## src/rtl/dfpu_pkg.sv

```systemverilog
// rtl/dfpu_pkg.sv - shared decimal FPU constants and the single-digit BCD add rule
package dfpu_pkg;

  localparam int BCD_DIGIT_W = 4;

  // Returns {carry_out, sum_digit}. Any 4-bit operand value is accepted; out-of-range
  // digits are not flagged and simply follow the same correct-by-10 rule.
  function automatic logic [BCD_DIGIT_W:0] bcd_digit_add(
    input logic [BCD_DIGIT_W-1:0] a,
    input logic [BCD_DIGIT_W-1:0] b,
    input logic                   ci
  );
    logic [BCD_DIGIT_W:0] s;
    logic [BCD_DIGIT_W:0] r;
    s = {1'b0, a} + {1'b0, b} + {{BCD_DIGIT_W{1'b0}}, ci};
    if (s >= 5'd10) begin
      r = {1'b1, 4'(s - 5'd10)};
    end else begin
      r = {1'b0, s[BCD_DIGIT_W-1:0]};
    end
    return r;
  endfunction

endpackage

```

## src/rtl/bcd_digit_add_cell.sv

```systemverilog
// rtl/bcd_digit_add_cell.sv - combinational one-digit BCD adder cell
module bcd_digit_add_cell
  import dfpu_pkg::*;
(
  input  logic [BCD_DIGIT_W-1:0] a,
  input  logic [BCD_DIGIT_W-1:0] b,
  input  logic                   ci,
  output logic [BCD_DIGIT_W-1:0] s,
  output logic                   co
);

  assign {co, s} = bcd_digit_add(a, b, ci);

endmodule

```

## src/rtl/bcd_add.sv

```systemverilog
// rtl/bcd_add.sv - registered packed-BCD adder slice with ripple decimal carry
module bcd_add
  import dfpu_pkg::*;
#(
  parameter int DIGITS = 2
) (
  input  logic                            clk,
  input  logic                            rst,
  input  logic                            ci,
  input  logic [BCD_DIGIT_W*DIGITS-1:0]   a,
  input  logic [BCD_DIGIT_W*DIGITS-1:0]   b,
  output logic [BCD_DIGIT_W*DIGITS-1:0]   o,
  output logic                            c
);

  localparam int W = BCD_DIGIT_W * DIGITS;

  logic [DIGITS:0] carry;
  logic [W-1:0]    sum;

  assign carry[0] = ci;

  // Carry ripples from digit 0 upward; parents chain c into the next slice's ci.
  for (genvar g = 0; g < DIGITS; g++) begin : g_digit
    bcd_digit_add_cell u_cell (
      .a  (a[g*BCD_DIGIT_W +: BCD_DIGIT_W]),
      .b  (b[g*BCD_DIGIT_W +: BCD_DIGIT_W]),
      .ci (carry[g]),
      .s  (sum[g*BCD_DIGIT_W +: BCD_DIGIT_W]),
      .co (carry[g+1])
    );
  end

  always_ff @(posedge clk) begin
    if (rst) begin
      o <= '0;
      c <= 1'b0;
    end else begin
      o <= sum;
      c <= carry[DIGITS];
    end
  end

endmodule

```

## config.mk

```make
export PLATFORM = sky130hd
export DESIGN_NAME = bcd_add
export DESIGN_NICKNAME = d
export VERILOG_FILES = /design/src/rtl/dfpu_pkg.sv /design/src/rtl/bcd_digit_add_cell.sv /design/src/rtl/bcd_add.sv
export SDC_FILE = /design/constraint.sdc
export NUM_CORES = 1
export LEC_CHECK = 0
export CORE_MARGIN = 5
export CORE_UTILIZATION = 46
export DETAILED_ROUTE_END_ITERATION = 7
export GPL_ROUTABILITY_DRIVEN = 0
export GPL_TIMING_DRIVEN = 1
export HOLD_SLACK_MARGIN = 0.12
export PLACE_DENSITY_LB_ADDON = 0.1
export SLEW_MARGIN = 20
export SYNTH_ARGS = -nofsm -noshare
export SYNTH_HDL_FRONTEND = slang
export SYNTH_SLANG_ARGS = --single-unit
export TNS_END_PERCENT = 5
```

## constraint.sdc

```tcl
create_clock -name clk -period 13.7 [get_ports clk]
set_clock_uncertainty 0.2 [all_clocks]
set_input_delay 3.425 -clock clk [delete_from_list [all_inputs] [get_ports clk]]
set_output_delay 3.425 -clock clk [all_outputs]
set_load 0.05 [all_outputs]
```

# After elaboration in Yosys (flattened, before gate mapping)
# Cells that the tools add are included.
[totals]
ff_bits = 9
input_bits = 19
output_inout_bits = 9
elab_cells = 12
[classes]
n_addsub = 6
order_cmp = 2
muxes = 2
[ops]
columns = ["operator", "n"]
rows = [
  ["$add A4 B4 Y5", 2],
  ["$add A5 B1 Y5", 2],
  ["$ge A5 B4 Y1 const B", 2],
  ["$mux W5", 2],
  ["$sub A4 B4 Y4 const B", 2],
]

# Depth between registers and ports, before layout
# Gate-level depths: netlist of run 1.
[logic_depth]
ltp_word = 7
ltp_mapped = 17
depth_no_buf = 17

# Hierarchy
# A second synthesis of run 1 with hierarchy kept.
[unflattened]
hier_cells = 99
area_unflattened_um2 = 900.9
[modules_own_cells]
columns = ["mod", "n_inst", "cells_each", "area_each_um2", "seq_area_each_um2"]
rows = [
  ["bcd_digit_add_cell (g_digit[0].u_cell)", 1, 43, 341.6, 0.0],
  ["bcd_digit_add_cell (g_digit[1].u_cell)", 1, 38, 322.8, 0.0],
  ["bcd_add", 1, 18, 236.5, 180.2],
]

# Worst setup path after synthesis of run 1
# No wires, ideal clock.
[synth_path]
kind = "input-to-reg"
start = "in a[0]"
end = "reg o[5]"
setup_ns = 0.128
t_arrival_ns = 7.122
required_time_ns = 13.372
path_slack_ns = 6.250
path_stages = 16
n_path_buf = 0
cell_sequence = "inv_1 fa_1 fa_1 xor2_1 ha_1 a22oi_1 a211oi_2 inv_1 fa_1 inv_1 fa_1 ha_1 a21boi_0 o311a_1 xnor2_1 nor2_1"
[synth_via]
elab_chain_len = 7
elab_cells_between_ends = 8
classes_between = "add/sub: 4; order compare: 2; mux: 2"
[synth_rtl]
columns = ["item", "line_no", "source"]
rows = [
  ["start, declared", "bcd_add.sv:10", "input logic [BCD_DIGIT_W*DIGITS-1:0] a,"],
  ["$add A4 B4 Y5 (*)", "dfpu_pkg.sv:15", "s = {1'b0, a} + {1'b0, b} + {{BCD_DIGIT_W{1'b0}}, ci};"],
  ["$add A5 B1 Y5 (*)", "dfpu_pkg.sv:15", ""],
  ["$ge A5 B4 Y1 (*)", "dfpu_pkg.sv:16", "if (s >= 5'd10) begin"],
  ["$mux W5 (*)", "dfpu_pkg.sv:16", ""],
  ["$add A5 B1 Y5 (*)", "dfpu_pkg.sv:15", ""],
  ["$sub A4 B4 Y4 / $ge A5 B4 Y1 (equally long branches)", "dfpu_pkg.sv:17, dfpu_pkg.sv:16", ""],
  ["$mux W5 (*)", "dfpu_pkg.sv:16", ""],
  ["end signal, assigned", "bcd_add.sv:39", "o <= sum;"],
  ["end, declared", "bcd_add.sv:12", "output logic [BCD_DIGIT_W*DIGITS-1:0] o,"],
]
# Mark *: on every way between the ends. The rest lies on a longest branch, timed or not.
# A chain may end at the register's enable or synchronous reset.

# Worst setup path after layout of run 1
# Ends and elaborated chain as after synthesis.

==> impl_metrics.toml, run 1 <==
[logic_synthesis]
yosysSeqAreaShare = 0.249
yosys_warnings = 0
synth-seq-cells = 9
synth.largest_area_cell = "dfxtp_1"
syn_nets = 111
syn_avg_cell_area_um2 = 9.06
syn-cell-area_um2 = 724
ys_types = 29
synthDominantCellAreaShare = 0.249
synthTopCellsByArea = "dfxtp_1 25%, ha_1 14%, fa_1 11%"
synth_cells = 80

[global_route]
grt-ovfl-total = 0
grt_pass1_vias = 501
antenna_found_initial = 0
grt_usage = 0.109
grt_max_degree = 13
grt_first_pass_wirelength_um = 2090

[critical_path]
crit_chain = "clkdlybuf4s50_1 > inv_1 > fa_1 > fa_1 > xor2_1 > ha_1 > a22oi_1 > a211oi_2 > inv_1 > fa_1 > inv_1 > fa_1 > ha_1 > a21boi_0 > o311a_1 > xnor2_1 > nor2_1"
end_kind = "flop"
critPathKind = "input port to flop"
startpoint_type = "input port"
cpPeakStageDelay_ps = 490
cp_max_fo = 5
required_ps = 13630
path_common_cell = "fa_1"
critPathSlowestCell = "fa_1"
critPathArrivalTime_ps = 7860

[hold_path]
min-delay-path-class = "input port to flop"

[layout]
final_common_cell = "clkdlybuf4s50_1"
finalInstanceArea_mm2 = 0.00104
n_fill_cell = 124
drive_gt1_frac = 0.0545
final_nets = 142
multi_input_area_um2 = 503
seq_area_um2 = 180
layout_common_cells = "27 x clkdlybuf4s50_1, 10 x inv_1, 10 x nor2_1, 9 x dfxtp_1, 8 x ha_1"
antenna_cells = 0
area_growth_pct = 43.2

[drt]
wl_per_cell_um = 10.4
first_pass_iters = 4
ant_nets = 0
vias = 644
routed_wl_um = 1310
vias_per_cell = 5.11
drt_iter0_markers = 7
route.detailed.drc = 0

[power_and_ir_drop]
vdd_drop_max_uv = 44.1
p_per_area_mw_per_mm2 = 115
total_leakage_power_nw = 0.450

[sta]
fin_ws_ps = 5780
fmax_ghz = 0.126
hold_viol = 0
timing.final.max_slew_violations = 0
whs_ps = 3710
min_period_over_period = 0.578
maxSlewHeadroom = 0.663
tightest_slew_ps = 503
grt_setup_unrepaired = "no"
finalSetupTns_ps = 0
period_needed_ps = 7920
setup_viol = 0

[clocking]
root_buffer = "clkbuf_4"
cts_hold_buf = 0
cts_buffers = 3
clkTransAtPathRegs_ps = 50
cts_resized = 0
cts_tree = "yes"
cts_setup_buffers = 0
clock_path_buffers = 2
htree_levels = 1
clock-sinks = 9

[floorplan]
die_w_um = 49.7
initial_core_util = 0.481
die_y_um = 49.7
rows = 14
ios = 28
core_area_mm2 = 0.00151
design.die.area_mm2 = 0.00247

[outcome]
status = "completed"

[placement]
place_worst_setup_slack_ps = 5500
io_buffers = 27
hpwl_um = 1190
placed_cell_area_mm2 = 0.00101

[run]
drv_cap = 0
[Yosys cell counts]
| master | count |
|---|---|
| a211oi_1 | 3 |
| a211oi_2 | 1 |
| a21boi_0 | 1 |
| a21o_1 | 1 |
| a21oi_1 | 2 |
| a22oi_1 | 1 |
| a311oi_1 | 1 |
| and3_1 | 1 |
| clkbuf_1 | 1 |
| dfxtp_1 | 9 |
| fa_1 | 4 |
| ha_1 | 8 |
| inv_1 | 10 |
| mux2_1 | 2 |
| nand2_1 | 2 |
| nand3b_1 | 1 |
| nor2_1 | 10 |
| nor2b_1 | 5 |
| nor2b_4 | 1 |
| nor3_1 | 4 |
| nor4b_1 | 1 |
| o21a_1 | 2 |
| o21a_4 | 1 |
| o21ai_0 | 1 |
| o311a_1 | 1 |
| o31ai_1 | 1 |
| or3_1 | 2 |
| xnor2_1 | 1 |
| xor2_1 | 2 |
[logic make-up (layout without fill, tap and decap cells)]
group                      after synthesis  after routing  share of synthesized area
muxes                                    2              2                     0.0311
buffers and inverters                   11             41                     0.0570
xor gates and xnor gates                 3              3                     0.0363
DFF                                      9              9                      0.249
AOI/OAI and AO/OA                       16             16                      0.178
and+or+nand+nor                         27             27                      0.200
adders and majority gates               12             12                      0.249
[registers in the layout (all words and copies together) (netlist names)]
name	flops
c	1
o	8
[where the power goes]
| group | switching (mW) | total, mW | internal [mW] |
|---|---|---|---|
| Sequential | 0.00117 | 0.0327 | 0.0315 |
| Clock | 0.00826 | 0.0194 | 0.0112 |
| Combinational | 0.0385 | 0.0673 | 0.0289 |
[worst max-delay path: cells and delay by family]
family,cells,cell delay (ps)
AND/OR/NAND/NOR,1,50
buffers and inverters,4,670
adder cells (fa/ha/maj),6,2330
AO/OA/AOI/OAI,4,970
XOR/XNOR,2,410
[through the flow]
step,total power [mW],utilization,instances
6_report,0.119,0.689,126
2_1_floorplan,0.0805,-,80
3_3_place_gp,0.0997,0.671,122
3_5_place_dp,0.101,0.671,122
5_1_grt,0.128,0.689,126
4_1_cts,0.121,0.689,126
[final timing paths]
check / startpoint / to / slack (ps) / cells after the start
worst min-delay path: ci / o[0] / 3710 / 4
worst max-delay path: a[0] / o[5] / 5780 / 17
[area by class of cell]
cell class,instances,share of cell area
inverters,10,0.0362
repair buffers,27,0.261
well taps,16,0.0193
clock buffers,4,0.0253
flip-flops and latches,9,0.174
multi-input cells,60,0.485
[metal layers]
| metal | global-route usage | vias up | part of all wire |
|---|---|---|---|
| li1 | - | 343 | - |
| met1 | 0.144 | 271 | 0.45 |
| met2 | 0.150 | 26 | 0.42 |
| met3 | 0.0271 | 4 | 0.10 |
| met4 | 0.0786 | 0 | 0.022 |
| met5 | 0 | - | 0 |
No activity file was read; power rests on OpenSTA's default activity.
==> inputs of run 2 (changes only) <==
CORE_UTILIZATION = 38   (was 46)
clock period = 6.4 ns   (was 13.7 ns; I/O delays follow)
==> run 2 against run 1 <==
Effect of this change:
- sequential power rose by 110%
- largest cell class unchanged
- wire length down 2.1%
- count of clock-buffer cells in the layout stayed put
- final area up 1.8%
- power increased by 110%
- sequential cell count stayed put
- critical path type unchanged
==> impl_metrics.toml, run 2 (same netlist as run 1, synthesis figures left out) <==
[power_and_ir_drop]
p_sw_mw = 0.102
pwr-share-seq = 0.273
vdd_drop_max_uv = 94.6
total_leakage_power_nw = 0.455
p_per_area_mw_per_mm2 = 243
swShare = 0.397
power_frac_comb = 0.569
power.internal_mw = 0.154
p_clk_frac = 0.158

[critical_path]
path_common_cell = "fa_1"
critPathKind = "input port to flop"
end_kind = "flop"
required_ps = 6330
cpPeakStageDelay_ps = 490
critPathArrivalTime_ps = 5940
startpoint_type = "input port"
critPathSlowestCell = "fa_1"
crit_chain = "clkdlybuf4s50_1 > inv_1 > fa_1 > fa_1 > xor2_1 > ha_1 > a22oi_1 > a211oi_2 > inv_1 > fa_1 > inv_1 > fa_1 > ha_1 > a21boi_0 > o311a_1 > xnor2_1 > nor2_1"
cp.depth = 17
cp_max_fo = 5
worst-path-buf-inv = 4
path_delay_family = "adder cells"

[global_route]
grt_first_pass_wirelength_um = 2180
antenna_found_initial = 0
grt_max_degree = 13
grt-ovfl-total = 0
grt_usage = 0.104
grt_pass1_vias = 567

[hold_path]
min_from = "ci"
min-delay-path-class = "input port to flop"
whs_endpoint = "o[0]"
hold_depth = 4

[drt]
routed_wl_um = 1290
top_layer = "met4"
first_pass_iters = 4
vias = 626
wl_met3_um = 111
route.detailed.drc = 0
wl_per_cell_um = 9.46
vias_per_cell = 4.60
dr_wl_met2_um = 549
wl_met1_um = 611
ant_nets = 0
drt_iter0_markers = 8

[clocking]
clock-sinks = 9
cts_tree = "yes"
cts_hold_buf = 0
htree_levels = 1
cts_buffers = 3
clkTransAtPathRegs_ps = 50
root_buffer = "clkbuf_4"
cts_resized = 0
clock_path_buffers = 2
cts_setup_buffers = 0

[layout]
layout_common_cells = "27 x clkdlybuf4s50_1, 10 x inv_1, 10 x nor2_1, 9 x dfxtp_1, 8 x ha_1"
top_register = "o"
reg_top3 = "o: 8 flops, c: 1 flops"
area_growth_pct = 45.8
antenna_cells = 0
largest_register_ffs = 8
final_nets = 143
drive_gt1_frac = 0.0631
final_common_cell = "clkdlybuf4s50_1"

[floorplan]
die_y_um = 53.7
initial_core_util = 0.411
design.die.area_mm2 = 0.00288
rows = 15
core_area_mm2 = 0.00176
die_w_um = 53.7
ios = 28

[sta]
min_period_over_period = 0.939
finalSetupTns_ps = 0
whs_ps = 1900
hold_viol = 0
tightest_slew_ps = 499
fmax_ghz = 0.166
timing.final.max_slew_violations = 0
maxSlewHeadroom = 0.666
period_needed_ps = 6010
setup_viol = 0
grt_setup_unrepaired = "no"

[outcome]
status = "completed"

[placement]
hpwl_um = 1160
io_buffers = 27

[run]
drv_cap = 0
-- run 2: final cells by class --
cell class / count / area (um^2)
Tap cell: 25 / 31.3
Clock buffer: 4 / 26.3
Timing Repair Buffer: 28 / 278
Inverter: 10 / 37.5
Multi-Input combinational cell: 60 / 503
Fill cell: 177 / 708
Sequential cell: 9 / 180
-- run 2: worst max-delay path by stage --
stage,startpoint,slack [ps],endpoint
2_1_floorplan,a[0],780,o[5]
3_3_place_gp,a[0],170,o[5]
3_5_place_dp,a[0],100,o[5]
4_1_cts,a[0],370,o[5]
5_1_grt,a[0],150,o[6]
6_report,a[0],390,o[5]
-- run 2: metrics by stage --
stage	util	std cells	worst slack (ps)	instance area, um^2	power (mW)
detailed placement	0.584	132	96.6	1030	0.218
floorplan	-	80	775	724	0.172
global placement	0.584	132	170	1030	0.216
finish	0.599	136	390	1060	0.256
global route	0.599	136	145	1060	0.277
CTS	0.599	136	370	1060	0.260
-- run 2: power by group through the flow --
stage,sequential [mW],combinational (mW),clock [mW]
floorplan,0.112,0.0607,0
global placement,0.0709,0.145,0
detailed placement,0.0712,0.146,0
CTS,0.0700,0.147,0.0430
global route,0.0715,0.158,0.0477
finish,0.0698,0.146,0.0406
-- run 2: metal layers --
metal | GRT usage | vias up
met4 | 0.0766 | 0
li1 | - | 336
met3 | 0.0194 | 2
met2 | 0.147 | 24
met5 | 0 | -
met1 | 0.138 | 264
==> inputs of run 3 (changes only) <==
CORE_UTILIZATION = 42   (was 38)
PLACE_DENSITY = 0.77   (was default)
PLACE_DENSITY_LB_ADDON = default   (was 0.1)
clock period = 6.7 ns   (was 6.4 ns; I/O delays follow)
==> run 3 against run 2 <==
Effect of this change:
- first-iteration DRC count fell by 25%
- global-route usage rose by 0.58 points
- via count rose by 4.5%
- power fell by 4.8%
- combinational power fell by 5%
- critical path depth did not move
- sequential cell count did not move
- hold slack improved by 93 ps
- critical endpoint unchanged
- largest cell class unchanged
- largest power group unchanged
==> impl_metrics.toml, run 3 (same netlist as run 1, synthesis figures left out) <==
[critical_path]
critPathKind = "input port to flop"
cp_max_fo = 5
end_kind = "flop"
required_ps = 6620
endpoint = "o[5]"
cpPeakStageDelay_ps = 490
cp.depth = 17
critPathSlowestCell = "fa_1"
worst-path-buf-inv = 4
critPathArrivalTime_ps = 6160
path_common_cell = "fa_1"
path_delay_family = "adder cells"
crit_chain = "clkdlybuf4s50_1 > inv_1 > fa_1 > fa_1 > xor2_1 > ha_1 > a22oi_1 > a211oi_2 > inv_1 > fa_1 > inv_1 > fa_1 > ha_1 > a21boi_0 > o311a_1 > xnor2_1 > nor2_1"
startpoint = "a[0]"
startpoint_type = "input port"

[clocking]
clkTransAtPathRegs_ps = 60
cts_hold_buf = 0
root_buffer = "clkbuf_4"
cts_buffers = 3
cts_tree = "yes"
clock-sinks = 9
cts_setup_buffers = 0
clock_path_buffers = 2
htree_levels = 1
cts_resized = 0

[layout]
area_growth_pct = 43.4
layoutNonFillerInstCount = 127
drive_gt1_frac = 0.0545
top_register = "o"
layout_common_cells = "27 x clkdlybuf4s50_1, 10 x inv_1, 10 x nor2_1, 9 x dfxtp_1, 8 x ha_1"
largest_register_ffs = 8
antenna_cells = 0
final_nets = 142
finalInstanceArea_mm2 = 0.00104
final_common_cell = "clkdlybuf4s50_1"
reg_top3 = "o: 8 flops, c: 1 flops"

[sta]
maxSlewHeadroom = 0.670
min_period_over_period = 0.931
timing.final.max_slew_violations = 0
whs_ps = 1990
setup_viol = 0
grt_setup_unrepaired = "no"
period_needed_ps = 6240
fmax_ghz = 0.160
hold_viol = 0
tightest_slew_ps = 494
finalSetupTns_ps = 0

[drt]
ant_nets = 0
first_pass_iters = 4
vias_per_cell = 5.15
route.detailed.drc = 0
drt_iter0_markers = 6
wl_per_cell_um = 10.6
routed_wl_um = 1340
vias = 654

[power_and_ir_drop]
vdd_drop_max_uv = 115
total_leakage_power_nw = 0.450
p_per_area_mw_per_mm2 = 235

[placement]
dp.cells = 123
placed_cell_area_mm2 = 0.00101
io_buffers = 27
hpwl_um = 1180

[hold_path]
min-delay-path-class = "input port to flop"

[global_route]
grt_usage = 0.110
grt_first_pass_wirelength_um = 2240
grt_max_degree = 13
grt_pass1_vias = 593
grt-ovfl-total = 0
antenna_found_initial = 0

[floorplan]
ios = 28
initial_core_util = 0.429
die_w_um = 51.5
design.die.area_mm2 = 0.00266
rows = 15
core_area_mm2 = 0.00169
die_y_um = 51.5

[run]
drv_cap = 0

[outcome]
status = "completed"
==> run 3: changes by cell type in the layout (fill, tap and decap cells not counted) <==
cell / previous run / this run
buf_4: 1 / 0
==> run 3: layer usage <==
metal | part of all wire | track usage | wire (um)
met1 | 0.43 | 0.134 | 575
met2 | 0.52 | 0.186 | 702
met3 | 0.048 | 0.00860 | 65
met4 | 0 | 0.0655 | 0
met5 | 0 | 0 | 0
==> run 3: power breakdown <==
group,switching (mW),internal [mW],leakage [nW]
clock,0.0155,0.0227,0.0150
sequential,0.00214,0.0644,0.0750
combinational,0.0798,0.0592,0.360
==> run 3: cell type report <==
cell class	count	area [um^2]
Fill cell	149	651
Multi-Input combinational cell	60	503
Timing Repair Buffer	27	270
Sequential cell	9	180
Inverter	10	37.5
Clock buffer	4	26.3
Tap cell	17	21.3
==> run 3: tightest hold or removal path, delay by kind of cell <==
kind	cells	cell delay, ps
adders and majority gates	1	190
and+or+nand+nor	1	60
buffers and inverters	2	460
==> run 3: worst min-delay path by stage <==
stage	start	to	cells after the start
after floorplan	rst	o[1]	2
after global placement	ci	o[0]	4
after detailed placement	ci	o[0]	4
after CTS	ci	o[0]	4
after global routing	ci	o[0]	4
final	ci	o[0]	4
==> run 3: metrics by stage <==
stage / util / setup WS [ps] / total power [mW]
CTS: 0.615 / 485 / 0.245
global placement: 0.599 / 342 / 0.204
detailed placement: 0.599 / 229 / 0.207
finish: 0.615 / 464 / 0.244
floorplan: - / 1000 / 0.165
global route: 0.615 / 260 / 0.263
